==> src/rtl/game_sequencer.sv <==
// Game-phase controller: sequences idle/ready/play/death/win/over, owns the lives
// counter and derives per-sprite move enables from the common game tick.
module game_sequencer #(
    parameter int LIVES       = 3,
    parameter int READY_TICKS = 32,
    parameter int DEATH_TICKS = 48,
    parameter int PAC_DIV     = 4,
    parameter int GHOST_DIV   = 5
) (
    input  logic       clk,
    input  logic       reset,
    input  logic       tick,
    input  logic       start,
    input  logic       collide,
    input  logic       food_clear,
    output logic       pac_move_en,
    output logic       ghost_move_en,
    output logic       respawn,
    output logic       food_reload,
    output logic       freeze,
    output logic [2:0] lives,
    output logic [2:0] state,
    output logic       gamewin,
    output logic       gamelose
);

    typedef enum logic [2:0] {
        S_IDLE  = 3'd0,
        S_READY = 3'd1,
        S_PLAY  = 3'd2,
        S_DYING = 3'd3,
        S_WIN   = 3'd4,
        S_OVER  = 3'd5
    } state_t;

    localparam int CNT_MAX = (READY_TICKS > DEATH_TICKS) ? READY_TICKS : DEATH_TICKS;
    localparam int CW      = $clog2(CNT_MAX + 1);
    localparam int PW      = $clog2(PAC_DIV + 1);
    localparam int GW      = $clog2(GHOST_DIV + 1);

    localparam logic [CW-1:0] READY_LAST = CW'(READY_TICKS - 1);
    localparam logic [CW-1:0] DEATH_LAST = CW'(DEATH_TICKS - 1);
    localparam logic [CW-1:0] CNT_SAT    = CW'(CNT_MAX);
    localparam logic [PW-1:0] PAC_LAST   = PW'(PAC_DIV - 1);
    localparam logic [GW-1:0] GHOST_LAST = GW'(GHOST_DIV - 1);
    localparam logic [2:0]    LIVES_INIT = 3'(LIVES);

    state_t        state_q, state_d;
    logic [2:0]    lives_q, lives_d;
    logic [CW-1:0] cnt_q, cnt_d;
    logic [PW-1:0] pac_div_q, pac_div_d;
    logic [GW-1:0] ghost_div_q, ghost_div_d;
    logic          start_q, start_d;
    logic          pac_en_q, pac_en_d;
    logic          ghost_en_q, ghost_en_d;
    logic          respawn_q, respawn_d;
    logic          reload_q, reload_d;
    logic          freeze_q, freeze_d;
    logic          gamewin_q, gamewin_d;
    logic          gamelose_q, gamelose_d;
    logic          start_rise;

    function automatic logic [CW-1:0] sat_inc(input logic [CW-1:0] v);
        return (v == CNT_SAT) ? v : v + CW'(1);
    endfunction

    assign start_rise = start & ~start_q;

    // Next-state, counter and pulse decode; outputs are derived from the next state so they register with it.
    always_comb begin
        state_d     = state_q;
        lives_d     = lives_q;
        cnt_d       = cnt_q;
        pac_div_d   = pac_div_q;
        ghost_div_d = ghost_div_q;
        start_d     = start;
        pac_en_d    = 1'b0;
        ghost_en_d  = 1'b0;
        respawn_d   = 1'b0;
        reload_d    = 1'b0;
        case (state_q)
            S_IDLE, S_WIN, S_OVER: begin
                if (start_rise) begin
                    state_d   = S_READY;
                    respawn_d = 1'b1;
                    reload_d  = 1'b1;
                    lives_d   = LIVES_INIT;
                    cnt_d     = {CW{1'b0}};
                end else begin
                    state_d = state_q;
                end
            end
            S_READY: begin
                if (tick) begin
                    if (cnt_q == READY_LAST) begin
                        state_d     = S_PLAY;
                        cnt_d       = {CW{1'b0}};
                        pac_div_d   = {PW{1'b0}};
                        ghost_div_d = {GW{1'b0}};
                    end else begin
                        cnt_d = sat_inc(cnt_q);
                    end
                end else begin
                    cnt_d = cnt_q;
                end
            end
            S_PLAY: begin
                // Exits take priority over movement so no enable fires on the way out.
                if (food_clear) begin
                    state_d = S_WIN;
                end else if (collide) begin
                    state_d = S_DYING;
                    lives_d = (lives_q == 3'd0) ? 3'd0 : lives_q - 3'd1;
                    cnt_d   = {CW{1'b0}};
                end else if (tick) begin
                    if (pac_div_q == PAC_LAST) begin
                        pac_div_d = {PW{1'b0}};
                        pac_en_d  = 1'b1;
                    end else begin
                        pac_div_d = pac_div_q + PW'(1);
                    end
                    if (ghost_div_q == GHOST_LAST) begin
                        ghost_div_d = {GW{1'b0}};
                        ghost_en_d  = 1'b1;
                    end else begin
                        ghost_div_d = ghost_div_q + GW'(1);
                    end
                end else begin
                    state_d = S_PLAY;
                end
            end
            S_DYING: begin
                if (tick) begin
                    if (cnt_q == DEATH_LAST) begin
                        cnt_d = {CW{1'b0}};
                        if (lives_q == 3'd0) begin
                            state_d = S_OVER;
                        end else begin
                            state_d   = S_READY;
                            respawn_d = 1'b1;
                        end
                    end else begin
                        cnt_d = sat_inc(cnt_q);
                    end
                end else begin
                    cnt_d = cnt_q;
                end
            end
            default: begin
                state_d = S_IDLE;
                cnt_d   = {CW{1'b0}};
            end
        endcase
        freeze_d   = (state_d != S_PLAY);
        gamewin_d  = (state_d == S_WIN);
        gamelose_d = (state_d == S_OVER);
    end

    // State and registered-output flops with synchronous reset.
    always_ff @(posedge clk) begin
        if (reset) begin
            state_q     <= S_IDLE;
            lives_q     <= LIVES_INIT;
            cnt_q       <= {CW{1'b0}};
            pac_div_q   <= {PW{1'b0}};
            ghost_div_q <= {GW{1'b0}};
            start_q     <= 1'b1;
            pac_en_q    <= 1'b0;
            ghost_en_q  <= 1'b0;
            respawn_q   <= 1'b0;
            reload_q    <= 1'b0;
            freeze_q    <= 1'b1;
            gamewin_q   <= 1'b0;
            gamelose_q  <= 1'b0;
        end else begin
            state_q     <= state_d;
            lives_q     <= lives_d;
            cnt_q       <= cnt_d;
            pac_div_q   <= pac_div_d;
            ghost_div_q <= ghost_div_d;
            start_q     <= start_d;
            pac_en_q    <= pac_en_d;
            ghost_en_q  <= ghost_en_d;
            respawn_q   <= respawn_d;
            reload_q    <= reload_d;
            freeze_q    <= freeze_d;
            gamewin_q   <= gamewin_d;
            gamelose_q  <= gamelose_d;
        end
    end

    assign state         = state_q;
    assign lives         = lives_q;
    assign pac_move_en   = pac_en_q;
    assign ghost_move_en = ghost_en_q;
    assign respawn       = respawn_q;
    assign food_reload   = reload_q;
    assign freeze        = freeze_q;
    assign gamewin       = gamewin_q;
    assign gamelose      = gamelose_q;

endmodule

==> config.mk <==
export PLATFORM = sky130hd
export DESIGN_NAME = game_sequencer
export DESIGN_NICKNAME = d
export VERILOG_FILES = /design/src/rtl/game_sequencer.sv
export SDC_FILE = /design/constraint.sdc
export NUM_CORES = 1
export LEC_CHECK = 0
export CORE_ASPECT_RATIO = 1.2
export CORE_MARGIN = 2
export CORE_UTILIZATION = 45
export DETAILED_ROUTE_END_ITERATION = 8
export PLACE_DENSITY = 0.74
export SLEW_MARGIN = 25
export SYNTH_ARGS = -nofsm -noshare
export SYNTH_HDL_FRONTEND = slang
export SYNTH_SLANG_ARGS = --single-unit
==> constraint.sdc <==
create_clock -name clk -period 1.9 [get_ports clk]
set_input_delay 0.19 -clock clk [delete_from_list [all_inputs] [get_ports clk]]
set_output_delay 0.19 -clock clk [all_outputs]
set_load 0.05 [all_outputs]
==> flow_summary.ini, run 1 <==
[status]
outcome = complete, no violations

[routing]
antenna_left = 0
vias = 1346
dr.pass1.iters = 4
wl_per_cell_um = 15.3
routed_wl_mm = 3.49
drc = 0
drt_iter0_drc = 31
vias_per_cell = 5.90

[sta]
fin_crit_sh_pct = 97.5
tightest_slew_ns = 0.503
hold_violations = 0
max_freq_ghz = 0.540
setup_viol = 0
finalCriticalPeriod_ns = 1.85
rsz0062_at_grt = true
max_slew_margin_pct = 66.3
skew_ns = 0.00453
slew_viol_final = 0

[cells_and_area]
fillers = 261
drive_gt1_share_pct = 15.5
utilization_pct = 61.3
antenna_cells = 0
seqCellArea_sq_um = 527
fin_nets = 206
multiInputGateArea_sq_um = 782
finalInstanceArea_sq_um = 1740
area_delta_synth_final_pct = 27.8
instances_no_fill = 228

[critical_path]
arrival_ns = 2.11
end_kind = register
worst-setup-path-type = reg2reg
worst_ep_required_time_ns = 2.16
start_kind = register
path_max_fanout = 6

[grt]
grt_pass1_wl_mm = 6.01
grt_max_degree = 22
grt-ovfl-total = 0
grt_pass1_vias = 1345
track_usage_pct = 23.0
antenna_found_initial = 0

[yosys]
post_synth.cell_area_avg_sq_um = 8.35
synth_flop_cell = dfxtp_1
async_flop_share_pct = 0
synth.largest_area_cell = dfxtp_1
ys_warn_count = 0
synth_top_area_share_pct = 38.2
synth_fp_nets = 174
synth_edf_count = 0
ys_seq_elements = 26
synth_area_leaders = dfxtp_1 (38%), ha_1 (4.6%), nand2b_1 (4.1%)
ys_seq_area_share_pct = 38.2
synth.most_common_cell = dfxtp_1
synth_common_cells = dfxtp_1 (26), nor2_1 (11), o21ai_0 (11)
syn_inst = 163
ys_types = 38
netlist_area_sq_um = 1360

[floorplan]
io_pins = 19
die_h_um = 64.3
rows = 21
dieArea_sq_um = 3480
core_sq_um = 2840
die_x_um = 54.2
initial_core_util_pct = 48.0

[placement]
port_buffers = 18
dp_cells = 224
dp_hpwl_mm = 2.63
gp_congestion = 0.822
placed_area_sq_um = 1680

[cts]
post_cts_buffers = 0
clkTransAtPathRegs_ns = 0.15
cts.path.max_buffers = 2
root_buffer = clkbuf_4
htree_levels = 1
clkSinkCount = 26
cts_tree = yes
insertion_delay_ns = 0.33
numCtsBuffers = 3
postCtsHoldBufs = 0

[job]
drv_cap = 0

[power_and_ir_drop]
p_int_w = 0.000801
p_clk_share_pct = 37.6
p_seq_share_pct = 53.5
p_leak_nw = 0.632
power.density_nw_per_um2 = 593
comb_power_share_pct = 8.8
peakVddDrop_mv = 0.543
switching_share_pct = 22.4
power_w = 0.00103
switching_power_w = 0.000231

[hold_path]
hold_class = reg2reg
[state kept, by name, indices dropped and copies added (netlist names)]
| signal | cells |
|---|---|
| cnt_q | 6 |
| food_reload | 1 |
| freeze | 1 |
| gamelose | 1 |
| gamewin | 1 |
| ghost_div_q | 3 |
| ghost_move_en | 1 |
| lives | 3 |
| pac_div_q | 3 |
| pac_move_en | 1 |
| respawn | 1 |
| start_q | 1 |
| state | 3 |
[through the flow]
| step | worst slack (ns) | hold WS, ns | TNS (ns) |
|---|---|---|---|
| after detailed placement | -0.0411 | 0.465 | -0.0411 |
| after CTS | 0.0453 | 0.478 | 0 |
| after global placement | 0.0581 | 0.460 | 0 |
| after global routing | -0.0429 | 0.480 | -0.0429 |
| final | 0.0466 | 0.482 | 0 |
| after floorplan | 0.0171 | 0.297 | 0 |
[cell usage in the layout (no fill, tap or decap), types with 6 or more instances in the layout]
| master | count |
|---|---|
| nand2_1 | 9 |
| nor3_1 | 7 |
| inv_1 | 10 |
| dfxtp_1 | 23 |
| a21oi_1 | 9 |
| o21ai_0 | 10 |
| clkdlybuf4s50_1 | 17 |
| buf_4 | 16 |
| nand2b_1 | 9 |
| nor2_1 | 11 |
| nand3_1 | 6 |
[power by group through the flow]
stage,Sequential [W],Clock [W],Combinational (W)
floorplan,0.000571,0,0.0000395
global placement,0.000564,0,0.0000866
detailed placement,0.000564,0,0.0000897
CTS,0.000552,0.000395,0.0000900
global route,0.000553,0.000415,0.0000980
finish,0.000552,0.000388,0.0000911
[what timing repair did]
item | CTS | global route
cloned | 0 | 0
endpoints found under the hold margin | 0 | 0
endpoints found under the setup margin | 1 | 3
gates resized for setup | 1 | 3
[worst max-delay path, stage by stage, from the launching register on]
cell and delay (ns):
dfxtp_4 0.38, or3b_4 0.40, o32a_4 0.42, or4_1 0.50
o31ai_1 0.07
[layer usage]
layer,part of all wire [%],vias to the layer above,global-route usage [%]
met5,0,-,0
li1,-,660,-
met1,43,648,26.5
met3,2.8,7,3.27
met4,1.7,0,7.19
met2,52,31,41.4
[cells by family after synthesis]
group	after synthesis	synth area share (%)
mux	1	0.735
buf+inv	17	4.69
simple gates	74	31.3
flops	26	38.2
compound gates	40	20.5
fa+ha+maj	5	4.60
[cell type report]
cell class | instances | area share (%)
Multi-Input combinational cell | 120 | 44.9
Sequential cell | 26 | 30.3
Timing Repair Buffer | 34 | 17.2
Tap cell | 34 | 2.44
Inverter | 10 | 2.16
Clock inverter | 1 | 1.73
Clock buffer | 3 | 1.29
[final timing paths]
check | to | start | slack (ns) | cells past startpoint
max | ghost_div_q[1]$_SDFFE_PP0P_ | state[1]$_SDFF_PP0_ | 0.05 | 4
min | pac_div_q[2]$_SDFFE_PP0P_ | pac_div_q[2]$_SDFFE_PP0P_ | 0.48 | 1
max reg2reg | ghost_div_q[1]$_SDFFE_PP0P_ | state[1]$_SDFF_PP0_ | 0.05 | 4
min reg2reg | pac_div_q[2]$_SDFFE_PP0P_ | pac_div_q[2]$_SDFFE_PP0P_ | 0.48 | 1
Note: power is estimated with default switching activity, not from simulation.
==> run 2, diff against run 1 <==
--- a/config.mk
+++ b/config.mk
@@ -7,10 +7,10 @@
 export LEC_CHECK = 0
 export CORE_ASPECT_RATIO = 1.2
 export CORE_MARGIN = 2
-export CORE_UTILIZATION = 45
+export CORE_UTILIZATION = 48
 export DETAILED_ROUTE_END_ITERATION = 8
-export PLACE_DENSITY = 0.74
-export SLEW_MARGIN = 25
+export PLACE_DENSITY = 0.78
+export SLEW_MARGIN = 5
 export SYNTH_ARGS = -nofsm -noshare
 export SYNTH_HDL_FRONTEND = slang
 export SYNTH_SLANG_ARGS = --single-unit
==> flow_summary.ini, run 2 (synthesized netlist as in run 1, its figures left out) <==
[sta]
fin_setup_tns_ns = 0
hold_violations = 0
skew_ns = 0.00617
slew_viol_final = 0
setup_viol = 0
fin_crit_sh_pct = 96.9
finalCriticalPeriod_ns = 1.84
max_freq_ghz = 0.543
fin_hold_ws_ns = 0.479
max_slew_margin_pct = 62.2
tightest_slew_ns = 0.563
rsz0062_at_grt = false

[routing]
dr.pass1.iters = 4
vias = 1319
drt_iter0_drc = 36
vias_per_cell = 5.76
drc = 0
routed_wl_mm = 3.19
wl_per_cell_um = 13.9
antenna_left = 0

[placement]
placed_area_sq_um = 1680
gp_congestion = 0.845
port_buffers = 18
dp_hpwl_mm = 2.37

[grt]
grt_pass1_vias = 1220
antenna_found_initial = 0
grt-ovfl-total = 0
grt_pass1_wl_mm = 5.24
track_usage_pct = 20.2
grt_max_degree = 22

[critical_path]
end_kind = register
cp_slowest_cell = or4_1
r2r_slack_ns = 0.06
arrival_ns = 2.09
cpPeakStageDelay_ns = 0.51
start_kind = register
worst_ep_required_time_ns = 2.15
critical_path.cell_chain = or3b_1, o32a_4, or4_1, o31ai_1
r2r_end = ghost_div_q[1]$_SDFFE_PP0P_
worstRegToRegCells = 4
worst-setup-path-type = reg2reg
path_max_fanout = 12
timing.rr.start = state[2]$_SDFF_PP0_

[cts]
clkSinkCount = 26
cts_tree = yes
root_buffer = clkbuf_4
htree_levels = 1
numCtsBuffers = 3
insertion_delay_ns = 0.32
clkTransAtPathRegs_ns = 0.14
cts.path.max_buffers = 2

[cells_and_area]
finalInstanceArea_sq_um = 1730
regMostFlops = cnt_q
layout_commonest_cell = dfxtp_1
largest_reg_flops = 6
antenna_cells = 0
area_delta_synth_final_pct = 26.9
fillers = 242
final_cell_mix = dfxtp_1 (21), clkdlybuf4s50_1 (17), buf_4 (17)
fin_nets = 207
drive_gt1_share_pct = 15.9

[hold_path]
hold_class = reg2reg
worstHoldPathCells = 1
min_from = pac_div_q[2]$_SDFFE_PP0P_
worstHoldEndpoint = pac_div_q[2]$_SDFFE_PP0P_

[floorplan]
core_sq_um = 2760
die_x_um = 52.6
initial_core_util_pct = 49.3
io_pins = 19
dieArea_sq_um = 3280
rows = 21
die_h_um = 62.3

[status]
outcome = complete, no violations

[power_and_ir_drop]
peakVddDrop_mv = 0.387
power.density_nw_per_um2 = 514
p_leak_nw = 0.632

[job]
drv_cap = 0
-- run 2: critical path: cells and delay by family, from the launching register on --
family | cells | cell delay, ns
AND/OR/NAND/NOR | 2 | 1.01
AO/OA/AOI/OAI | 2 | 0.36
flip-flops | 1 | 0.40
-- run 2: cell type report --
type	instances	area, sq um	share of cell area (%)
multi-input cells	120	779	45.1
inverters	10	37.5	2.17
repair buffers	35	310	18.0
flip-flops and latches	26	532	30.8
clock buffers	4	26.3	1.52
well taps	34	42.5	2.46
-- run 2: what timing repair did --
item | 4_1_cts | 5_1_grt
resized for setup | 0 | 6
endpoints found under the setup margin | 0 | 4
buffers inserted | 0 | 1
hold buffers | 0 | 0
-- run 2: report_power, final --
group	switching (W)	internal, W	leakage [nW]
Combinational	0.0000519	0.0000382	0.404
Clock	0.000165	0.0000822	0.0150
Sequential	0.00000430	0.000547	0.213
Total	0.000221	0.000668	0.632
-- run 2: how the worst max path moves through the flow --
stage / from / endpoint / slack, ns / cells past startpoint
3_5_place_dp: tick / ghost_div_q[2]$_SDFFE_PP0P_ / 0.02 / 5
2_1_floorplan: state[0]$_SDFF_PP0_ / ghost_div_q[1]$_SDFFE_PP0P_ / 0.02 / 5
3_3_place_gp: tick / ghost_div_q[2]$_SDFFE_PP0P_ / 0.03 / 5
6_report: state[2]$_SDFF_PP0_ / ghost_div_q[1]$_SDFFE_PP0P_ / 0.06 / 4
5_1_grt: cnt_q[0]$_SDFFE_PP0P_ / ghost_div_q[1]$_SDFFE_PP0P_ / 0.006 / 5
4_1_cts: state[1]$_SDFF_PP0_ / state[1] / 0.02 / 2
-- run 2: metrics by stage --
stage          util, %  total power [W]  instances  worst slack, ns
4_1_cts           62.0         0.000891        228           0.0206
5_1_grt           62.6         0.000921        229          0.00574
6_report          62.6         0.000889        229           0.0588
3_5_place_dp      61.0         0.000652        224           0.0172
2_1_floorplan        -         0.000611        163           0.0171
3_3_place_gp      61.0         0.000651        224           0.0291
-- run 2: routing by layer --
metal	global-route usage (%)	share of wire, %
met3	2.88	2.9
met4	5.77	1.6
met5	0	0
met2	31.6	48
met1	28.7	47
